$ cat src/rtl/pipe_reg_chain_pkg.sv
// Shared defaults and helpers for the pipe_reg_chain elastic register pipeline.
// Contents: default WIDTH/DEPTH and the occupancy-counter width function.
package pipe_reg_chain_pkg;

  localparam int unsigned PIPE_DEFAULT_WIDTH = 8;
  localparam int unsigned PIPE_DEFAULT_DEPTH = 2;

  // Bits needed to count 0..depth valid stages.
  function automatic int unsigned occ_width(input int unsigned depth);
    return $clog2(depth + 1);
  endfunction

endpackage

$ cat src/rtl/pipe_reg_chain_if.sv
// Handshake bundle for pipe_reg_chain.
// Signals: flush, in_valid/in_ready/in_data (upstream beat), out_valid/out_ready/out_data
// (downstream beat), occupancy (number of valid stages).
// master = the side feeding and draining the pipeline; slave = the pipeline itself.
interface pipe_reg_chain_if
  import pipe_reg_chain_pkg::*;
#(
  parameter int unsigned WIDTH = PIPE_DEFAULT_WIDTH,
  parameter int unsigned DEPTH = PIPE_DEFAULT_DEPTH
);

  localparam int unsigned CNT_W = occ_width(DEPTH);

  logic             flush;
  logic             in_valid;
  logic             in_ready;
  logic [WIDTH-1:0] in_data;
  logic             out_valid;
  logic             out_ready;
  logic [WIDTH-1:0] out_data;
  logic [CNT_W-1:0] occupancy;

  modport master (
    output flush, in_valid, in_data, out_ready,
    input  in_ready, out_valid, out_data, occupancy
  );

  modport slave (
    input  flush, in_valid, in_data, out_ready,
    output in_ready, out_valid, out_data, occupancy
  );

endinterface

$ cat src/rtl/pipe_reg_chain_stage.sv
// One pipeline stage: a valid bit plus a WIDTH-bit data register.
// Ports: clk, rst_n (sync, active low), clr (drop the held beat), adv (load from source),
// src_v/src_d (previous stage or upstream), v/d (held beat).
module pipe_reg_chain_stage
  import pipe_reg_chain_pkg::*;
#(
  parameter int unsigned WIDTH = PIPE_DEFAULT_WIDTH
) (
  input  logic             clk,
  input  logic             rst_n,
  input  logic             clr,
  input  logic             adv,
  input  logic             src_v,
  input  logic [WIDTH-1:0] src_d,
  output logic             v,
  output logic [WIDTH-1:0] d
);

  // Data only captures real beats so bubbles leave the last payload untouched.
  always_ff @(posedge clk) begin
    if (!rst_n) begin
      v <= 1'b0;
      d <= '0;
    end else begin
      if (clr) begin
        v <= 1'b0;
      end else if (adv) begin
        v <= src_v;
      end
      if (adv && src_v) begin
        d <= src_d;
      end
    end
  end

endmodule

$ cat src/rtl/pipe_reg_chain.sv
// Elastic WIDTH x DEPTH register pipeline with valid/ready, bubble collapsing,
// flush and an occupancy count.
// Ports: clk, rst_n (sync, active low), bus (pipe_reg_chain_if.slave: flush,
// in_valid/in_ready/in_data, out_valid/out_ready/out_data, occupancy).
module pipe_reg_chain
  import pipe_reg_chain_pkg::*;
#(
  parameter int unsigned WIDTH = PIPE_DEFAULT_WIDTH,
  parameter int unsigned DEPTH = PIPE_DEFAULT_DEPTH
) (
  input  logic             clk,
  input  logic             rst_n,
  pipe_reg_chain_if.slave  bus
);

  localparam int unsigned CNT_W = occ_width(DEPTH);

  logic [DEPTH-1:0] v;
  logic [DEPTH-1:0] adv;
  logic [WIDTH-1:0] d [DEPTH];
  logic [CNT_W-1:0] occ;
  logic             in_fire;
  logic             out_fire;

  // A stage advances if it or any stage downstream of it is empty, or the
  // output is being drained; the running OR avoids a self-referencing vector.
  always_comb begin
    logic run;
    run = bus.out_ready;
    adv = '0;
    for (int k = DEPTH - 1; k >= 0; k--) begin
      run    = run | ~v[k];
      adv[k] = run;
    end
  end

  for (genvar k = 0; k < DEPTH; k++) begin : g_stage
    logic             src_v;
    logic [WIDTH-1:0] src_d;

    if (k == 0) begin : g_head
      assign src_v = bus.in_valid;
      assign src_d = bus.in_data;
    end else begin : g_body
      assign src_v = v[k-1];
      assign src_d = d[k-1];
    end

    pipe_reg_chain_stage #(
      .WIDTH (WIDTH)
    ) u_stage (
      .clk   (clk),
      .rst_n (rst_n),
      .clr   (bus.flush),
      .adv   (adv[k]),
      .src_v (src_v),
      .src_d (src_d),
      .v     (v[k]),
      .d     (d[k])
    );
  end

  // Stage 0 loads exactly when in_fire, since flush and reset override adv.
  assign bus.in_ready  = adv[0] & ~bus.flush & rst_n;
  assign bus.out_valid = v[DEPTH-1];
  assign bus.out_data  = d[DEPTH-1];

  assign in_fire  = bus.in_valid & bus.in_ready;
  assign out_fire = v[DEPTH-1] & bus.out_ready;

  // Occupancy tracks popcount(v) incrementally.
  always_ff @(posedge clk) begin
    if (!rst_n) begin
      occ <= '0;
    end else if (bus.flush) begin
      occ <= '0;
    end else if (in_fire && !out_fire) begin
      occ <= occ + CNT_W'(1);
    end else if (!in_fire && out_fire) begin
      occ <= occ - CNT_W'(1);
    end
  end

  assign bus.occupancy = occ;

endmodule

$ cat src/flat_wrapper.sv
// flat-port wrapper written by rule: the top's interface ports become plain ports
module pipe_reg_chain_flat import pipe_reg_chain_pkg::*;
#(
  parameter int unsigned WIDTH = PIPE_DEFAULT_WIDTH,
  parameter int unsigned DEPTH = PIPE_DEFAULT_DEPTH
)
  (clk, rst_n, bus_flush, bus_in_valid, bus_in_data, bus_out_ready, bus_in_ready, bus_out_valid, bus_out_data, bus_occupancy);
  pipe_reg_chain_if #(.WIDTH(WIDTH), .DEPTH(DEPTH)) bus_i ();
  input  logic clk;
  input  logic rst_n;
  input wire logic [$bits(bus_i.flush)-1:0] bus_flush;
  input wire logic [$bits(bus_i.in_valid)-1:0] bus_in_valid;
  input wire logic [$bits(bus_i.in_data)-1:0] bus_in_data;
  input wire logic [$bits(bus_i.out_ready)-1:0] bus_out_ready;
  output wire logic [$bits(bus_i.in_ready)-1:0] bus_in_ready;
  output wire logic [$bits(bus_i.out_valid)-1:0] bus_out_valid;
  output wire logic [$bits(bus_i.out_data)-1:0] bus_out_data;
  output wire logic [$bits(bus_i.occupancy)-1:0] bus_occupancy;
  assign bus_i.flush = bus_flush;
  assign bus_i.in_valid = bus_in_valid;
  assign bus_i.in_data = bus_in_data;
  assign bus_i.out_ready = bus_out_ready;
  assign bus_in_ready = bus_i.in_ready;
  assign bus_out_valid = bus_i.out_valid;
  assign bus_out_data = bus_i.out_data;
  assign bus_occupancy = bus_i.occupancy;
  pipe_reg_chain #(.WIDTH(WIDTH), .DEPTH(DEPTH)) u_core (.clk(clk), .rst_n(rst_n), .bus(bus_i));
endmodule
$ cat config.mk
export PLATFORM = sky130hd
export DESIGN_NAME = pipe_reg_chain_flat
export DESIGN_NICKNAME = d
export VERILOG_FILES = /design/src/rtl/pipe_reg_chain_pkg.sv /design/src/rtl/pipe_reg_chain_if.sv /design/src/rtl/pipe_reg_chain_stage.sv /design/src/rtl/pipe_reg_chain.sv /design/src/flat_wrapper.sv
export SDC_FILE = /design/constraint.sdc
export NUM_CORES = 1
export LEC_CHECK = 0
export CAP_MARGIN = 0
export CORE_MARGIN = 3
export CORE_UTILIZATION = 51
export CTS_BUF_LIST = sky130_fd_sc_hd__clkbuf_8
export CTS_CLUSTER_DIAMETER = 30
export CTS_CLUSTER_SIZE = 24
export DETAILED_ROUTE_END_ITERATION = 8
export PLACE_DENSITY = 0.94
export SLEW_MARGIN = 0
export SYNTH_ARGS = -nofsm -noshare
export SYNTH_HDL_FRONTEND = slang
export SYNTH_SLANG_ARGS = --single-unit
$ cat constraint.sdc
create_clock -name clk -period 5.1 [get_ports clk]
set_input_delay 1.02 -clock clk [delete_from_list [all_inputs] [get_ports clk]]
set_output_delay 1.02 -clock clk [all_outputs]
set_load 0.05 [all_outputs]
# Yosys cells after proc, flatten, opt, wreduce, memory -nomap -nowiden

Cells that the tools add are included.

Add/subtract/negate cells: 2
Mux-type cells: 2
Bitwise logic cells: 10
Reductions and logical operators: 8

Operator list:

| operator              | count |
|---|---|
| $and A1 B1 Y1         | 4 |
| $logic_and A1 B1 Y1   | 4 |
| $mux W2               | 2 |
| $not A1 Y1            | 4 |
| $add A2 B1 Y2 const B | 1 |
| $logic_not A1 Y1      | 2 |
| $or A1 B1 Y1          | 2 |
| $reduce_bool A2 Y1    | 1 |
| $reduce_or A2 Y1      | 1 |
| $sub A2 B1 Y2 const B | 1 |

Register bits: 20
Bits of input ports: 13
Output and inout bits: 12
Word-level logic and storage cells: 27

# Depth between registers and ports, before layout

Gate-level depths: netlist of the first run.

Depth in word-level cells: 10
Depth in mapped cells: 8
Depth with buffers taken out: 7

# Hierarchy

Synthesis of the first run repeated with hierarchy kept, for this count alone.

Cell total of the unflattened synthesis: 98
Area total of the unflattened synthesis: 935.9 µm²

By module, submodules not included:

| module               | instances | cells an instance | area an instance (µm²) | seq. area each (µm²) |
|---|---|---|---|---|
| pipe_reg_chain_stage | 2         | 41                | 401.6                  | 180.2 |
| pipe_reg_chain       | 1         | 16                | 132.6                  | 40.0 |

# Worst setup path before layout of the first run

Ideal clock, no wire load.

Path kind: input -> output
Start: in rst_n
End: out bus_in_ready
Data arrival time: 2.085 ns
Required time: 4.080 ns
Slack: 1.995 ns
Stages: 3
Path buffers: 1
Cell sequence: buf_2 -> nand2b_1 -> a21oi_1

Longest elaborated chain between the ends: 1

Ends and longest elaborated chain:

| item            | line                 | source |
|---|---|---|
| start, declared | flat_wrapper.sv:10   | `input logic rst_n;` |
| $and A1 B1 Y1   | pipe_reg_chain.sv:64 | `assign bus.in_ready = adv[0] & ~bus.flush & rst_n;` |
| end, declared   | flat_wrapper.sv:15   | `output wire logic [$bits(bus_i.in_ready)-1:0] bus_in_ready;` |

No other way between the ends.

# Worst setup path in the final report of the first run

Same ends and word-level chain as after synthesis.

==> metrics.txt, run 1 <==
die boundary height 46.0 µm; Chip Width 46.0 µm; Rows 13; number of buffer cells added on primary ports 24; shortest clock period the worst path allows after layout 4090 ps; global-route wire length before repair 2590 µm; Final TNS setup 0 ps; Final Skew 2.13 ps; via count of the first global-routing pass 618; setup repair after global routing missed its margin false; Pre-Repair DR Iteration Count 4; area used by sequential logic in the layout 400 µm²; clock latency reported for the late side of the worst-skew pair 260 ps; fill cell count 106; Comb power frac 12.5%; Synth Area per Inst 8.79 µm²; class of the most critical hold timing path reg2reg; library cell with the largest summed area after synthesis dfxtp_1; Final setup violation count 0; Longest Clk Path Bufs 2; CP Capture Type output port; Critical Path AT 3070 ps; initial core utilization 58.4%; setup ws final 1010 ps; sw frac 23.5%; Total Power 0.305 mW; I/O pins 25; post-layout instance area 0.00108 mm²; Area after DPL 0.00104 mm²; number of violations reported at the end of detailed-routing iteration 0 10; sequential fraction of design power 54.7%; period utilisation layout 80.3%; n_diodes 0; pre-CTS worst setup slack 989 ps; Critical Setup Path Class in2out; CTS root buffer clkbuf_8; required time at the worst-slack endpoint 4080 ps; pin count of the biggest net entering global routing 19; static power due to leakage 0.410 nW; Inst Count DP 126; Max-Cap Viols 0; IR drop worst, VDD 212 µV; share of the yosys chip area belonging to registers 49.0%; Area contributors post-synth dfxtp_1 49%, mux2i_1 9.8%, nand2_1 7.8%; commonest non-fill, non-tap cells in the layout 24 x clkdlybuf4s50_1, 20 x dfxtp_1, 17 x nand2_1; Ys Warns 0; flip-flop and latch count after synthesis 20; antenna violations before repair 0; CP Launch Type primary input; proportion of netlist area held by the largest area contributor 49.0%; number of unique standard cell types used by synthesis 19; non-filler instance count after layout 129; weighted congestion at the end of routability-driven global placement 0.736; final number of hold-violating endpoints 0; Antenna Nets Post-Route 0; count of mapped cells out of synthesis 93; power share of the clock group 32.8%; share of post-route cells with drive strength above 1 4.39%; area overhead of the layout relative to synthesis 32.2%; clock buffer count from CTS 3; cell-internal power 0.233 mW; placed wire-length estimate after detailed placement 1220 µm; Clock transition at path regs 60 ps; TritonCTS clock tree yes; nets@finish 130; most frequent standard cell in the layout excluding fill and tap cells clkdlybuf4s50_1; largest fanout on the critical path 18; hold-fix buffer count after cts 0; TritonCTS Sinks 20; final max-slew violation count 0; CORE AREA 0.00140 mm²; Worst Max-Slew Pin Slew 599 ps; Total Wirelength 1600 µm; Die Outline Area 0.00212 mm²; aggregate global-route resource usage 18.2%; synthesized netlist net count 107; count of unresolved DRC violations after routing 0; fmax 0.244 GHz; outcome finished clean; worst max-slew margin expressed relative to the limit 59.9%; total number of H-tree levels 1; final core utilization 77.2%; number of cells upsized or downsized after cts 0; post-synthesis cell area 817 µm²; net load switching power 0.0716 mW; area taken by multi-input logic gates 372 µm²; power per standard cell area 282 mW/mm²; sum of overflow across all layers after global routing 0; average wire length per cell after detail routing 12.4 µm; routed via count 684; post-detailed-route via-to-cell ratio 5.30; total setup buffers inserted after CTS 0; Min Hold Slack 468 ps
## worst paths after layout
kind                                        from                              to  slack (ps)  cells past startpoint
setup reg to reg     u_core.g_stage[1].u_stage.v         u_core.bus.occupancy[1]        2970                      6
setup / recovery                           rst_n                    bus_in_ready        1010                      4
hold / removal    u_core.g_stage[0].u_stage.d[3]  u_core.g_stage[0].u_stage.d[3]         470                      2
hold reg to reg   u_core.g_stage[0].u_stage.d[3]  u_core.g_stage[0].u_stage.d[3]         470                      2
## critical path: stages
cell,delay [ps]
clkdlybuf4s50_1,820
nand2b_1,240
a21oi_1,170
clkdlybuf4s50_1,820
## cell usage after synthesis (all sizes together)
master,instances
nor2,2
dfxtp,20
nand2,17
nand3,8
a21boi,1
a21oi,12
mux2i,8
xor2,2
o21ai,9
ha,1
buf,6
nand2b,2
inv,2
or3,1
nor2b,2
## state kept, by name, summed over array words and instances (netlist names)
| signal | cells |
|---|---|
| u_core.bus.occupancy | 2 |
| u_core.g_stage.u_stage.v | 2 |
| u_core.g_stage.u_stage.d | 16 |
## metal layers
metal	vias up	global-route usage, %	share of wire [%]
met5	-	0	0
met4	0	11.9	2.6
met3	5	7.11	7.1
met2	19	27.5	44
met1	304	21.1	46
li1	356	-	-
## cell families after synthesis
family	count (synthesis)	synth area share, %
buffers and inverters	8	5.51
AOI/OAI and AO/OA	22	14.2
and+or+nand+nor	32	17.8
adders and majority gates	1	1.53
muxes	8	9.80
DFF	20	49.0
xor gates and xnor gates	2	2.14
## layout make-up
| cell class | count | share of cell area [%] |
|---|---|---|
| sequential | 20 | 37.1 |
| timing repair buffer | 24 | 22.2 |
| inverter | 2 | 0.695 |
| clock buffer | 3 | 3.82 |
| tap | 15 | 1.74 |
| multi-input combinational | 65 | 34.4 |
## power groups by stage
stage               Clock, mW  Combinational [mW]  Sequential (mW)
floorplan                   0              0.0186            0.174
global placement            0              0.0371            0.170
detailed placement          0              0.0383            0.170
CTS                     0.103              0.0384            0.166
global route            0.109              0.0415            0.167
finish                  0.100              0.0381            0.167
Note: power is estimated with default switching activity, not from simulation.
==> run 2: changes to the inputs <==
Settings changed: CORE_UTILIZATION 51 to 42, PLACE_DENSITY 0.94 to 0.84.
Clock period 5.1 ns to 3.3 ns, I/O delays scaled along.
==> metrics.txt, run 2 (synthesis results as in run 1) <==
routed via count 682 (-0.29%); final number of hold-violating endpoints 0 (unchanged); Worst Max-Slew Pin Slew 598 ps (-0.380 ps); fmax 0.389 GHz; worst setup slack for register-to-register paths 1190 ps (-1780 ps); power per standard cell area 447 mW/mm² (+59%); setup ws final 728 ps (-279 ps); Area after DPL 0.00107 mm² (+2.9%); Rows 15 (+2); Critical Path AT 2760 ps (-310 ps); CORE AREA 0.00178 mm² (+27%); Worst Hold End u_core.g_stage[0].u_stage.d[4]; launching point of the worst reg2reg path u_core.g_stage[1].u_stage.v; Total Wirelength 1580 µm (-1.2%); total setup buffers inserted after CTS 0 (unchanged); Chip Width 50.1 µm (+8.9%); most frequent standard cell in the layout excluding fill and tap cells clkdlybuf4s50_1; logic depth of the worst register-to-register path 6 (unchanged); average wire length per cell after detail routing 11.2 µm (-9.6%); reg-to-reg critical path endpoint u_core.bus.occupancy[1]; n_diodes 0 (unchanged); number of violations reported at the end of detailed-routing iteration 0 11 (+1); worst max-slew margin expressed relative to the limit 59.9% (about the same); CP Launch Type primary input; Final TNS setup 0 ps (unchanged); placed wire-length estimate after detailed placement 1230 µm (+0.93%); outcome finished clean; Final setup violation count 0 (unchanged); CP Capture Type flop; pre-CTS worst setup slack 493 ps (-496 ps); clock latency reported for the late side of the worst-skew pair 260 ps (about the same); area overhead of the layout relative to synthesis 37.5%; largest fanout on the critical path 11 (-7); total number of H-tree levels 1 (unchanged); Cells on Worst Hold Path 2 (unchanged); initial core utilization 45.8% (-13 points); critical hold path startpoint u_core.g_stage[0].u_stage.d[4]; commonest non-fill, non-tap cells in the layout 23 x clkdlybuf4s50_1, 20 x dfxtp_1, 17 x nand2_1; fill cell count 148 (+40%); aggregate global-route resource usage 14.2% (-4.1 points); final max-slew violation count 0 (unchanged); post-layout instance area 0.00112 mm² (+4.1%); post-detailed-route via-to-cell ratio 4.84 (-8.8%); pin count of the biggest net entering global routing 18 (-1); Die Outline Area 0.00251 mm² (+19%); number of buffer cells added on primary ports 24 (unchanged); share of post-route cells with drive strength above 1 6.90% (+2.5 points); Max-Cap Viols 0 (unchanged); IR drop worst, VDD 227 µV (+6.8%); global-route wire length before repair 2680 µm (+3.7%); class of the most critical hold timing path reg2reg; weighted congestion at the end of routability-driven global placement 0.768 (+4.3%); sum of overflow across all layers after global routing 0 (unchanged); TritonCTS Sinks 20 (unchanged); Antenna Nets Post-Route 0 (unchanged); I/O pins 25 (unchanged); period utilisation layout 78.0%; CTS root buffer clkbuf_8; count of unresolved DRC violations after routing 0 (unchanged); hold-fix buffer count after cts 0 (unchanged); antenna violations before repair 0 (unchanged); die boundary height 50.1 µm (+8.9%); nets@finish 131 (+0.77%); required time at the worst-slack endpoint 3490 ps (-590 ps); shortest clock period the worst path allows after layout 2570 ps; static power due to leakage 0.427 nW (+4.2%); TritonCTS clock tree yes; Clock transition at path regs 70 ps (about the same); Critical Setup Path Class in2reg; flip-flop count of the largest register after layout 16 (unchanged); Longest Clk Path Bufs 2 (unchanged); clock buffer count from CTS 3 (unchanged); number of cells upsized or downsized after cts 0 (unchanged); Pre-Repair DR Iteration Count 4 (unchanged); via count of the first global-routing pass 642 (+3.9%); setup repair after global routing missed its margin false; Final Skew 3.05 ps (+0.922 ps); register with the most flip-flops u_core.g_stage.u_stage.d
[run 2: cell types whose count changed in the layout (fill, tap and decap cells not counted)]
cell	delta
buf_12	+1
buf_4	+1
clkbuf_8	+1
clkdlybuf4s50_1	-1
[run 2: layer usage]
layer  vias up  global-route usage (%)  part of all wire, %
met2        23                    21.7                   47
met3         2                    3.32                  5.6
met5         -                       0                    0
met1       299                    16.7                   46
li1        358                       -                    -
met4         0                    11.1                  1.2
[run 2: final cells by class]
type / instances / area [µm²] / area share [%]
clock buffer: 4 / 55.1 / 4.90
inverter: 2 / 7.51 / 0.668
multi-input combinational: 65 / 372 / 33.1
sequential: 20 / 400 / 35.6
tap: 25 / 31.3 / 2.78
timing repair buffer: 25 / 258 / 22.9
[run 2: power by group]
part	internal [mW]	switching, mW	leakage, nW
Clock	0.106	0.0782	0.0288
Sequential	0.250	0.00647	0.163
Combinational	0.0303	0.0311	0.235
Total	0.387	0.116	0.427
[run 2: per-stage QoR]
step / utilization [%] / hold slack (ps) / total power, mW / instances
4_1_cts: 63.0 / 462 / 0.504 / 141
6_report: 63.0 / 464 / 0.503 / 141
5_1_grt: 63.0 / 491 / 0.519 / 141
2_1_floorplan: - / 435 / 0.298 / 93
3_3_place_gp: 59.9 / 447 / 0.322 / 137
3_5_place_dp: 59.9 / 452 / 0.324 / 137
[run 2: how the worst max path moves through the flow]
stage / startpoint / to / slack [ps]
after global routing: bus_out_ready / u_core.bus.occupancy[1] / 600
after global placement: bus_out_ready / u_core.bus.occupancy[1] / 540
after CTS: bus_out_ready / u_core.bus.occupancy[1] / 710
after floorplan: rst_n / bus_in_ready / 920
final: bus_out_ready / u_core.bus.occupancy[1] / 730
after detailed placement: bus_out_ready / u_core.bus.occupancy[1] / 490
[run 2: worst max-delay path: stages]
cell,delay [ps]
clkdlybuf4s50_1,500
nor2b_2,100
a21boi_2,500
nor2b_1,210
ha_1,270
or3_1,350
a21oi_1,150
==> run 3: changes to the inputs <==
Settings changed: CORE_UTILIZATION 42 to 47, PLACE_DENSITY 0.84 to 0.88.
Clock period 3.3 ns to 2.54 ns, I/O delays scaled along.
==> metrics.txt, run 3 (synthesis results as in run 1) <==
outcome finished clean; final max-slew violation count 0 (unchanged); power per standard cell area 643 mW/mm² (+44%); via count of the first global-routing pass 643 (+0.16%); standard cell with the maximum stage delay on the critical path clkdlybuf4s50_1; Pre-Repair DR Iteration Count 4 (unchanged); fmax 0.463 GHz; IR drop worst, VDD 427 µV (+88%); worst setup slack for register-to-register paths 780 ps (-410 ps); critical hold path startpoint u_core.g_stage[0].u_stage.d[6]; static power due to leakage 0.444 nW (+4.0%); final number of hold-violating endpoints 0 (unchanged); Die Outline Area 0.00227 mm² (-9.4%); number of buffer and inverter stages on the critical path 3 (+2); Chip Width 47.7 µm (-4.8%); n_diodes 0 (unchanged); placed wire-length estimate after detailed placement 1350 µm (+9.9%); flip-flop count of the largest register after layout 16 (unchanged); pin count of the biggest net entering global routing 18 (unchanged); post-layout instance area 0.00114 mm² (+1.8%); CORE AREA 0.00158 mm² (-12%); Final setup violation count 0 (unchanged); CP Capture Type output port; clock latency reported for the late side of the worst-skew pair 260 ps (about the same); grt peak-use layer met2; Critical Setup Path Class in2out; post-detailed-route via-to-cell ratio 5.40 (+12%); setup repair after global routing missed its margin false; sum of overflow across all layers after global routing 0 (unchanged); global routing met2 resource utilization 30.9% (+9.1 points); routed via count 724 (+6.2%); Total Wirelength 1850 µm (+17%); number of violations reported at the end of detailed-routing iteration 0 15 (+4); class of the most critical hold timing path reg2reg; CP Launch Type primary input; Worst setup startpoint bus_out_ready; count of unresolved DRC violations after routing 0 (unchanged); area taken by multi-input logic gates 372 µm² (unchanged); antenna violations before repair 0 (unchanged); initial core utilization 51.8% (+6.0 points); number of cells upsized or downsized after cts 0 (unchanged); Clock transition at path regs 80 ps (about the same); global-route wire length before repair 2700 µm (+0.75%); weighted congestion at the end of routability-driven global placement 0.778 (+1.4%); Antenna Nets Post-Route 0 (unchanged); total setup buffers inserted after CTS 0 (unchanged); worst max-slew margin expressed relative to the limit 66.5% (+6.6 points); hold-fix buffer count after cts 0 (unchanged); family with the most delay on the worst path buffers and inverters; most frequent standard cell in the layout excluding fill and tap cells clkdlybuf4s50_1; Final Skew 3.71 ps (+0.660 ps); Min Hold Slack 463 ps (-1.18 ps); largest fanout on the critical path 10 (-1); shortest clock period the worst path allows after layout 2160 ps; nets@finish 133 (+1.5%); number of buffer cells added on primary ports 24 (unchanged); total number of H-tree levels 1 (unchanged); fill cell count 115 (-22%); period utilisation layout 85.1%; Area after DPL 0.00107 mm² (+0.35%); commonest non-fill, non-tap cells in the layout 23 x clkdlybuf4s50_1, 20 x dfxtp_1, 17 x nand2_1; Rows 14 (-1); Final TNS setup 0 ps (unchanged); register with the most flip-flops u_core.g_stage.u_stage.d; die boundary height 47.7 µm (-4.8%); global routing met1 resource utilization 19.0% (+2.4 points); share of post-route cells with drive strength above 1 8.47% (+1.6 points); area used by sequential logic in the layout 400 µm² (unchanged); TritonCTS clock tree yes; TritonCTS Sinks 20 (unchanged); Longest Clk Path Bufs 2 (unchanged); average wire length per cell after detail routing 13.8 µm (+23%); area overhead of the layout relative to synthesis 40.0%; aggregate global-route resource usage 17.8% (+3.7 points); launching point of the worst reg2reg path u_core.g_stage[0].u_stage.v; I/O pins 25 (unchanged); critical path's largest stage delay 510 ps (about the same); CTS root buffer clkbuf_8; Max-Cap Viols 0 (unchanged); met3 Usage GRT 4.89% (+1.6 points); clock buffer count from CTS 3 (unchanged); required time at the worst-slack endpoint 2030 ps (-1460 ps); Critical Path AT 1650 ps (-1110 ps); Worst Max-Slew Pin Slew 502 ps (-96.6 ps); cell breakdown of the critical path clkdlybuf4s50_1, nor2b_2, buf_4, a21oi_1, buf_12
-- run 3: changes by cell type in the layout (fill, tap and decap cells not counted), sizes merged --
cell	previous run	this run
clkbuf	4	3
bufinv	0	1
buf	2	4
-- run 3: power by group --
| part | switching, mW | total (mW) | leakage [nW] | internal (mW) |
|---|---|---|---|---|
| clock | 0.108 | 0.318 | 0.0357 | 0.210 |
| combinational | 0.0422 | 0.0828 | 0.245 | 0.0406 |
| sequential | 0.00922 | 0.335 | 0.163 | 0.325 |
| total | 0.159 | 0.736 | 0.444 | 0.576 |
-- run 3: worst reg2reg max path, cell delays in order (launching register included) --
cell and delay [ps]:
dfxtp_1 580, a21boi_2 100, nor2b_1 160, ha_1 230, xor2_1 160, or3_1 320
a21oi_1 150
-- run 3: area by class of cell --
cell class                      count  share of cell area (%)
Sequential cell                    20                    35.0
Timing Repair Buffer               27                    23.9
Inverter                            2                   0.656
Clock buffer                        3                    3.61
Tap cell                           16                    1.75
Multi-Input combinational cell     65                    32.5
Clock inverter                      1                    2.63
-- run 3: through the flow --
stage | util (%) | power, mW | cells | worst slack (ps)
after floorplan | - | 0.387 | 93 | 375
after global placement | 68.0 | 0.420 | 130 | 361
after detailed placement | 68.0 | 0.424 | 130 | 274
after CTS | 72.5 | 0.738 | 134 | 375
after global routing | 72.5 | 0.756 | 134 | 342
final | 72.5 | 0.736 | 134 | 379
-- run 3: final timing paths --
path	to	depth (start not counted)
max reg2reg	u_core.bus.occupancy[1]	6
min reg2reg	u_core.g_stage[0].u_stage.d[6]	2
min	u_core.g_stage[0].u_stage.d[6]	2
max	bus_in_ready	5
-- run 3: per-layer routing --
metal  part of all wire (%)  up-vias
li1                       -      362
met1                     41      336
met2                     53       24
met3                    4.9        2
met4                    1.1        0
met5                      0        -
